<file path="src/rtl/adder_operand_loader_pkg.sv">
// Shared definitions for the adder operand loader.
// Holds the FSM state type, the default operand width and the pair counter width.
package adder_operand_loader_pkg;

  localparam int unsigned DEF_W = 4;
  localparam int unsigned CNT_W = 4;

  typedef enum logic [1:0] {
    ST_WAIT_A  = 2'd0,
    ST_WAIT_B  = 2'd1,
    ST_PRESENT = 2'd2
  } state_e;

endpackage : adder_operand_loader_pkg

</file>
<file path="src/rtl/adder_operand_loader_if.sv">
// Bus between the nibble source / adder stage and the operand loader.
//   in_valid, in_data, in_ready : upstream nibble handshake
//   clear                       : abort the operand pair being assembled
//   op_valid, op_ready, op_byte : packed {B, A} pair toward the adder stage
//   pair_count, busy            : delivered-pair counter and pair-in-flight status
// master = environment side, slave = loader side.
interface adder_operand_loader_if
  import adder_operand_loader_pkg::*;
#(
  parameter int unsigned W = DEF_W
);

  logic             in_valid;
  logic [W-1:0]     in_data;
  logic             in_ready;
  logic             clear;
  logic             op_valid;
  logic             op_ready;
  logic [2*W-1:0]   op_byte;
  logic [CNT_W-1:0] pair_count;
  logic             busy;

  modport master (
    output in_valid, in_data, clear, op_ready,
    input  in_ready, op_valid, op_byte, pair_count, busy
  );

  modport slave (
    input  in_valid, in_data, clear, op_ready,
    output in_ready, op_valid, op_byte, pair_count, busy
  );

endinterface : adder_operand_loader_if

</file>
<file path="src/rtl/adder_operand_loader.sv">
// Collects two W-bit nibbles (A then B) and presents them as one packed
// {B, A} byte to the adder stage, counting delivered pairs modulo 16.
// Ports:
//   clk   : single clock, rising edge
//   rst_n : synchronous active-low reset
//   bus   : slave side of adder_operand_loader_if (handshakes, clear, status)
// in_ready / op_valid decode the state register only; all other outputs are
// register outputs.
module adder_operand_loader
  import adder_operand_loader_pkg::*;
#(
  parameter int unsigned W = DEF_W
) (
  input  logic                  clk,
  input  logic                  rst_n,
  adder_operand_loader_if.slave bus
);

  state_e           r_state;
  state_e           w_state_next;
  logic [W-1:0]     r_a;
  logic [W-1:0]     r_b;
  logic [CNT_W-1:0] r_pair_count;
  logic             r_busy;

  logic             w_in_ready;
  logic             w_op_valid;
  logic             w_in_xfer;
  logic             w_cap_a;
  logic             w_cap_b;
  logic             w_deliver;

  // State register
  always_ff @(posedge clk) begin
    if (!rst_n) begin
      r_state <= ST_WAIT_A;
    end else begin
      r_state <= w_state_next;
    end
  end

  // Next-state logic; clear overrides every handshake
  always_comb begin
    w_state_next = r_state;
    w_in_xfer    = bus.in_valid && w_in_ready;
    w_cap_a      = 1'b0;
    w_cap_b      = 1'b0;
    w_deliver    = 1'b0;
    if (bus.clear) begin
      w_state_next = ST_WAIT_A;
    end else begin
      unique case (r_state)
        ST_WAIT_A: begin
          if (w_in_xfer) begin
            w_cap_a      = 1'b1;
            w_state_next = ST_WAIT_B;
          end
        end
        ST_WAIT_B: begin
          if (w_in_xfer) begin
            w_cap_b      = 1'b1;
            w_state_next = ST_PRESENT;
          end
        end
        ST_PRESENT: begin
          if (bus.op_ready) begin
            w_deliver    = 1'b1;
            w_state_next = ST_WAIT_A;
          end
        end
        default: w_state_next = ST_WAIT_A;
      endcase
    end
  end

  // Output decode from state only, so there is no input-to-output path
  always_comb begin
    w_in_ready = 1'b0;
    w_op_valid = 1'b0;
    unique case (r_state)
      ST_WAIT_A:  w_in_ready = 1'b1;
      ST_WAIT_B:  w_in_ready = 1'b1;
      ST_PRESENT: w_op_valid = 1'b1;
      default: begin
        w_in_ready = 1'b0;
        w_op_valid = 1'b0;
      end
    endcase
  end

  // Operand registers, pair counter and busy flag
  always_ff @(posedge clk) begin
    if (!rst_n) begin
      r_a          <= '0;
      r_b          <= '0;
      r_pair_count <= '0;
      r_busy       <= 1'b0;
    end else begin
      if (w_cap_a) begin
        r_a <= bus.in_data;
      end
      if (w_cap_b) begin
        r_b <= bus.in_data;
      end
      if (w_deliver) begin
        r_pair_count <= r_pair_count + CNT_W'(1);
      end
      // busy tracks the upcoming state so it is a true register output
      r_busy <= (w_state_next != ST_WAIT_A);
    end
  end

  assign bus.in_ready   = w_in_ready;
  assign bus.op_valid   = w_op_valid;
  assign bus.op_byte    = {r_b, r_a};
  assign bus.pair_count = r_pair_count;
  assign bus.busy       = r_busy;

endmodule : adder_operand_loader
</file>
<file path="src/flat_wrapper.sv">
// flat-port wrapper written by rule: the top's interface ports become plain ports
module adder_operand_loader_flat import adder_operand_loader_pkg::*;
#(
  parameter int unsigned W = DEF_W
)
  (clk, rst_n, bus_in_valid, bus_in_data, bus_clear, bus_op_ready, bus_in_ready, bus_op_valid, bus_op_byte, bus_pair_count, bus_busy);
  adder_operand_loader_if #(.W(W)) bus_i ();
  input  logic clk;
  input  logic rst_n;
  input wire logic [$bits(bus_i.in_valid)-1:0] bus_in_valid;
  input wire logic [$bits(bus_i.in_data)-1:0] bus_in_data;
  input wire logic [$bits(bus_i.clear)-1:0] bus_clear;
  input wire logic [$bits(bus_i.op_ready)-1:0] bus_op_ready;
  output wire logic [$bits(bus_i.in_ready)-1:0] bus_in_ready;
  output wire logic [$bits(bus_i.op_valid)-1:0] bus_op_valid;
  output wire logic [$bits(bus_i.op_byte)-1:0] bus_op_byte;
  output wire logic [$bits(bus_i.pair_count)-1:0] bus_pair_count;
  output wire logic [$bits(bus_i.busy)-1:0] bus_busy;
  assign bus_i.in_valid = bus_in_valid;
  assign bus_i.in_data = bus_in_data;
  assign bus_i.clear = bus_clear;
  assign bus_i.op_ready = bus_op_ready;
  assign bus_in_ready = bus_i.in_ready;
  assign bus_op_valid = bus_i.op_valid;
  assign bus_op_byte = bus_i.op_byte;
  assign bus_pair_count = bus_i.pair_count;
  assign bus_busy = bus_i.busy;
  adder_operand_loader #(.W(W)) u_core (.clk(clk), .rst_n(rst_n), .bus(bus_i));
endmodule
</file>
<file path="config.mk">
export PLATFORM = sky130hd
export DESIGN_NAME = adder_operand_loader_flat
export DESIGN_NICKNAME = d
export VERILOG_FILES = /design/src/rtl/adder_operand_loader_pkg.sv /design/src/rtl/adder_operand_loader_if.sv /design/src/rtl/adder_operand_loader.sv /design/src/flat_wrapper.sv
export SDC_FILE = /design/constraint.sdc
export NUM_CORES = 1
export LEC_CHECK = 0
export BUFFER_PORTS_ARGS = -buffer_cell sky130_fd_sc_hd__clkbuf_2
export CAP_MARGIN = 10
export CORE_MARGIN = 2
export CORE_UTILIZATION = 40
export DETAILED_ROUTE_END_ITERATION = 8
export HOLD_SLACK_MARGIN = 0.1
export PLACE_DENSITY = 0.67
export SLEW_MARGIN = 20
export SYNTH_ARGS = -nofsm -noshare
export SYNTH_HDL_FRONTEND = slang
export SYNTH_SLANG_ARGS = --single-unit
</file>
<file path="constraint.sdc">
create_clock -name clk -period 3.7 [get_ports clk]
set_input_delay 0.74 -clock clk [delete_from_list [all_inputs] [get_ports clk]]
set_output_delay 0.74 -clock clk [all_outputs]
set_load 0.005 [all_outputs]
</file>
* Word-level counts from Yosys, hierarchy flattened
Index checks and enable logic that the tools add are counted.
Operators by class: multiplexer cells 15, reduce and logical (&&, ||, !) cells 4, $add $sub $neg 1, equal/unequal tests 2
Operators by type and width (count):
- 2-to-1 mux 1 bit | 10
- 2-to-1 mux 2 bit | 4
- one-hot mux 2 bit (3 select lines) | 1
- adder 4 x 1 -> 4 bit (second input constant) | 1
- == test 2 x 1 -> 1 bit (second input constant) | 1
- == test 2 bit (second input constant) | 1
- zero test 2 bit | 1
- nonzero test 2 bit | 1
- OR reduction 2 bit | 1
- logical AND 1 bit | 1
Word-level totals: bits in registers 15, logic and storage cells 27

* Logic depth before layout (Yosys ltp)
depth in word-level cells 8, mapped depth 4, gate-level depth less buffers 3

* Least setup slack after synthesis
OpenSTA, ideal clock, no wires.
path type input-to-reg, from input bus_clear, to register u_core.r_a[0], setup slack 2.097 ns, required time 3.586 ns, arrival 1.489 ns, buffers on the path 1, cell stages on the path 4, path through or4b_1 -> buf_6 -> nand3_2 -> o21ai_2
Between the ends: longest elaborated chain between the ends 1
Ends and longest elaborated chain:
- from (decl) | line flat_wrapper.sv:12 | input wire logic [$bits(bus_i.clear)-1:0] bus_clear;
- 2-to-1 mux 1 bit | line adder_operand_loader.sv:49 | if (bus.clear) begin
- to (signal assigned) | line adder_operand_loader.sv:100 | r_a <= bus.in_data;
- to (decl) | line adder_operand_loader.sv:21 | logic [W-1:0] r_a;
Every way passes these cells. A chain may end at the register's enable or synchronous reset.

* Final worst setup path
from register u_core.r_state[1], to output bus_op_valid
Between the ends: longest elaborated chain between the ends 2
Ends and longest elaborated chain:
- from (decl) | line adder_operand_loader.sv:19 | state_e r_state;
- from (signal assigned) | line adder_operand_loader.sv:38 | r_state <= w_state_next;
- == test 2 bit | line adder_operand_loader.sv:80 | unique case (r_state)
- 2-to-1 mux 1 bit | line adder_operand_loader.sv:80
- to (decl) | line flat_wrapper.sv:15 | output wire logic [$bits(bus_i.op_valid)-1:0] bus_op_valid;
Every way passes these cells.

==> metrics <==
top cell type by total area after synthesis=dfxtp_1; drt total wl=1.16 mm; top cells by area, synth=dfxtp_1, mux2i_1, nand2_1; Period Utilization, post-route=0.454; commonest cells in the synthesized netlist=dfxtp_1, nand2_1, mux2i_1; yosys warns=0; Hold Path Class=register to register; reg2reg setup slack=2.23 ns; number of nets with antenna violations after routing=0; fillers=154; Reg clk slew, reported paths=0.08 ns; status=finished clean; total track usage=0.135; critical path class=register to output port; grt ovf=0; layout overhead on the synthesized area=21.0%; Top FF cell, synth=dfxtp_1; WP data required=around 3.0 ns; Slowest Stage Delay on Critical Path=0.38 ns; HP Start=u_core.r_a[3]$_SDFFE_PN0P_; WHS Path Cells=2; flops & latches, synth=15; Arr. time, crit path=0.94 ns; DRC viols=0; sinks on the clock net=15; CTS Buf Count=3; Die Footprint=1980 um^2; dpl hpwl=893 um; syn nets=75; Slew headroom=0.718; DIE WIDTH=roughly 44 um; Worst Max-Slew Pin Slew=approximately 0.42 ns; CP max-delay cell=dfxtp_1; max frequency=slightly below 600 MHz; Initial Util=0.429; Synth top area share=0.459; Vias=506; WHS=approximately 0.46 ns; Mapped Cells=65; crit-path cells=inv_1 > nor2_1 > clkbuf_2; worst r2r src=u_core.r_state[0]$_SDFF_PN0_; first-pass iteration count of the detailed router=3; cell area after synthesis=654 um^2; MaxCap Viol Count=0; layout net count=roughly 100; Die Ht=44.4 um; Wirelength per Cell=11.2 um; Post-DP Area=766 um^2; pin count of the biggest net entering global routing=21; # setup viols final=0; Syn Area/Cell=10.1 um^2; final setup TNS=0 ns; register area share after synthesis=0.459; number of global-route vias before repair=470; Design Area, Final=792 um^2; H-tree Lvls=1; Worst path top cell family by delay=flip-flops; unrepaired setup endpoints after global routing=false; post-synthesis cell type count=24; Worst-Skew Late Latency=0.27 ns; Ant. Diodes=0; number of port buffers=23; share of post-route cells with drive strength above 1=0.409; iteration-0 DRC count of the detailed router=4; PostCTS Resize Cnt=0; clock root buffer=clkbuf_4; Core Area=approximately 1500 um^2; # placed instances=100; RR Endpoint=u_core.r_a[1]$_SDFFE_PN0P_; hold endpoint=u_core.r_a[3]$_SDFFE_PN0P_; initial antenna violation count=0; first-pass GRT wire length=1.94 mm; Crit. path cell count=3; clk_skew=0.00116 ns; Bufs and invs on worst path=2; vias per cell=4.87; routability cong.=between 0.7 and 0.8; final hold violations=0; Critical Path Start Type=register; PD cells=about 360 nW/um^2; Crit. End Element=output port; Synth async-reset ratio=0; Post-CTS Setup Inserts=0; max-slew violation count=0; top-count cell post-synth=dfxtp_1; final cell count without fillers=around 100; Final min period=between 1.5 and 2 ns; CP Max Fanout=5; IR drop worst, VDD=0.205 mV; Clock Path Buffers=2; TritonCTS clock tree=done; Worst Reg2Reg Path Length in Cells=3; number of placed I/O pins=24; Post-synth EDFFs=0; Leakage=approximately 0.37 nW; # hold bufs at CTS=0; row count=14
## per-stage QoR
step                      total power [mW]   util  worst slack, ns
final                                0.284  0.520             2.02
after global routing                 0.297  0.520             1.94
after CTS                            0.287  0.520             2.01
after detailed placement             0.198  0.502             1.81
after global placement               0.198  0.502             1.82
after floorplan                      0.189      -             2.10
## metal layers
metal / track usage / share of wire
met5: 0 / 0
met4: 0.0545 / 0
met3: 0.0571 / 0.081
met1: 0.183 / 0.49
met2: 0.188 / 0.43
## where the power goes
group,internal (mW),switching [mW]
Clock,0.0417,0.0474
Sequential,0.166,0.00319
Combinational,0.0113,0.0143
Total,0.219,0.0649
## worst reg2reg max path: cells and delay by family (launching register included)
family	cells	cell delay [ns]
and+or+nand+nor	2	0.93
DFF	1	0.37
AOI/OAI and AO/OA	1	0.06
## worst max path at each step
stage / start / slack (ns) / end
6_report: u_core.r_state[1]$_SDFF_PN0_ / 2.02 / bus_op_valid
4_1_cts: u_core.r_state[1]$_SDFF_PN0_ / 2.01 / bus_op_valid
3_5_place_dp: bus_clear / 1.81 / u_core.r_a[0]$_SDFFE_PN0P_
3_3_place_gp: bus_clear / 1.82 / u_core.r_a[2]$_SDFFE_PN0P_
5_1_grt: u_core.r_state[1]$_SDFF_PN0_ / 1.94 / bus_op_valid
2_1_floorplan: bus_clear / 2.10 / u_core.r_a[0]$_SDFFE_PN0P_
## layout by cell type (no fill, tap or decap)
cell type,instances
clkbuf_2,23
and3_1,1
ha_1,1
and3_2,1
nor2b_1,1
and2_1,1
and4bb_4,1
nand3_2,4
o21ai_2,4
nand2b_1,3
dfxtp_1,15
a31oi_1,1
xor2_1,2
inv_1,1
nor3b_1,1
clkbuf_4,3
nand2_1,11
nor2_1,3
mux2i_1,7
or4b_1,1
o21bai_1,1
nand4_1,1
clkbuf_1,1
## state kept, by name, summed over array words and instances (netlist names)
signal and count:
u_core.bus.busy 1, u_core.r_b 4, u_core.bus.pair_count 4, u_core.r_a 4, u_core.r_state 2
## kinds of logic after synthesis
kind of cell | Yosys count | synth area share
simple gates | 29 | 0.272
flops | 15 | 0.459
mux | 7 | 0.107
compound gates | 6 | 0.0746
buf+inv | 5 | 0.0420
xor+xnor | 2 | 0.0268
fa+ha+maj | 1 | 0.0191
## layout make-up
cell class / instances / area [um^2] / area share
Timing Repair Buffer: 23 / 115 / 0.145
Tap cell: 16 / 20.0 / 0.0253
Clock buffer: 4 / 26.3 / 0.0332
Sequential cell: 15 / 300 / 0.379
Inverter: 1 / 3.75 / 0.00474
Multi-Input combinational cell: 45 / 327 / 0.412
Note: power is estimated with default switching activity, not from simulation.
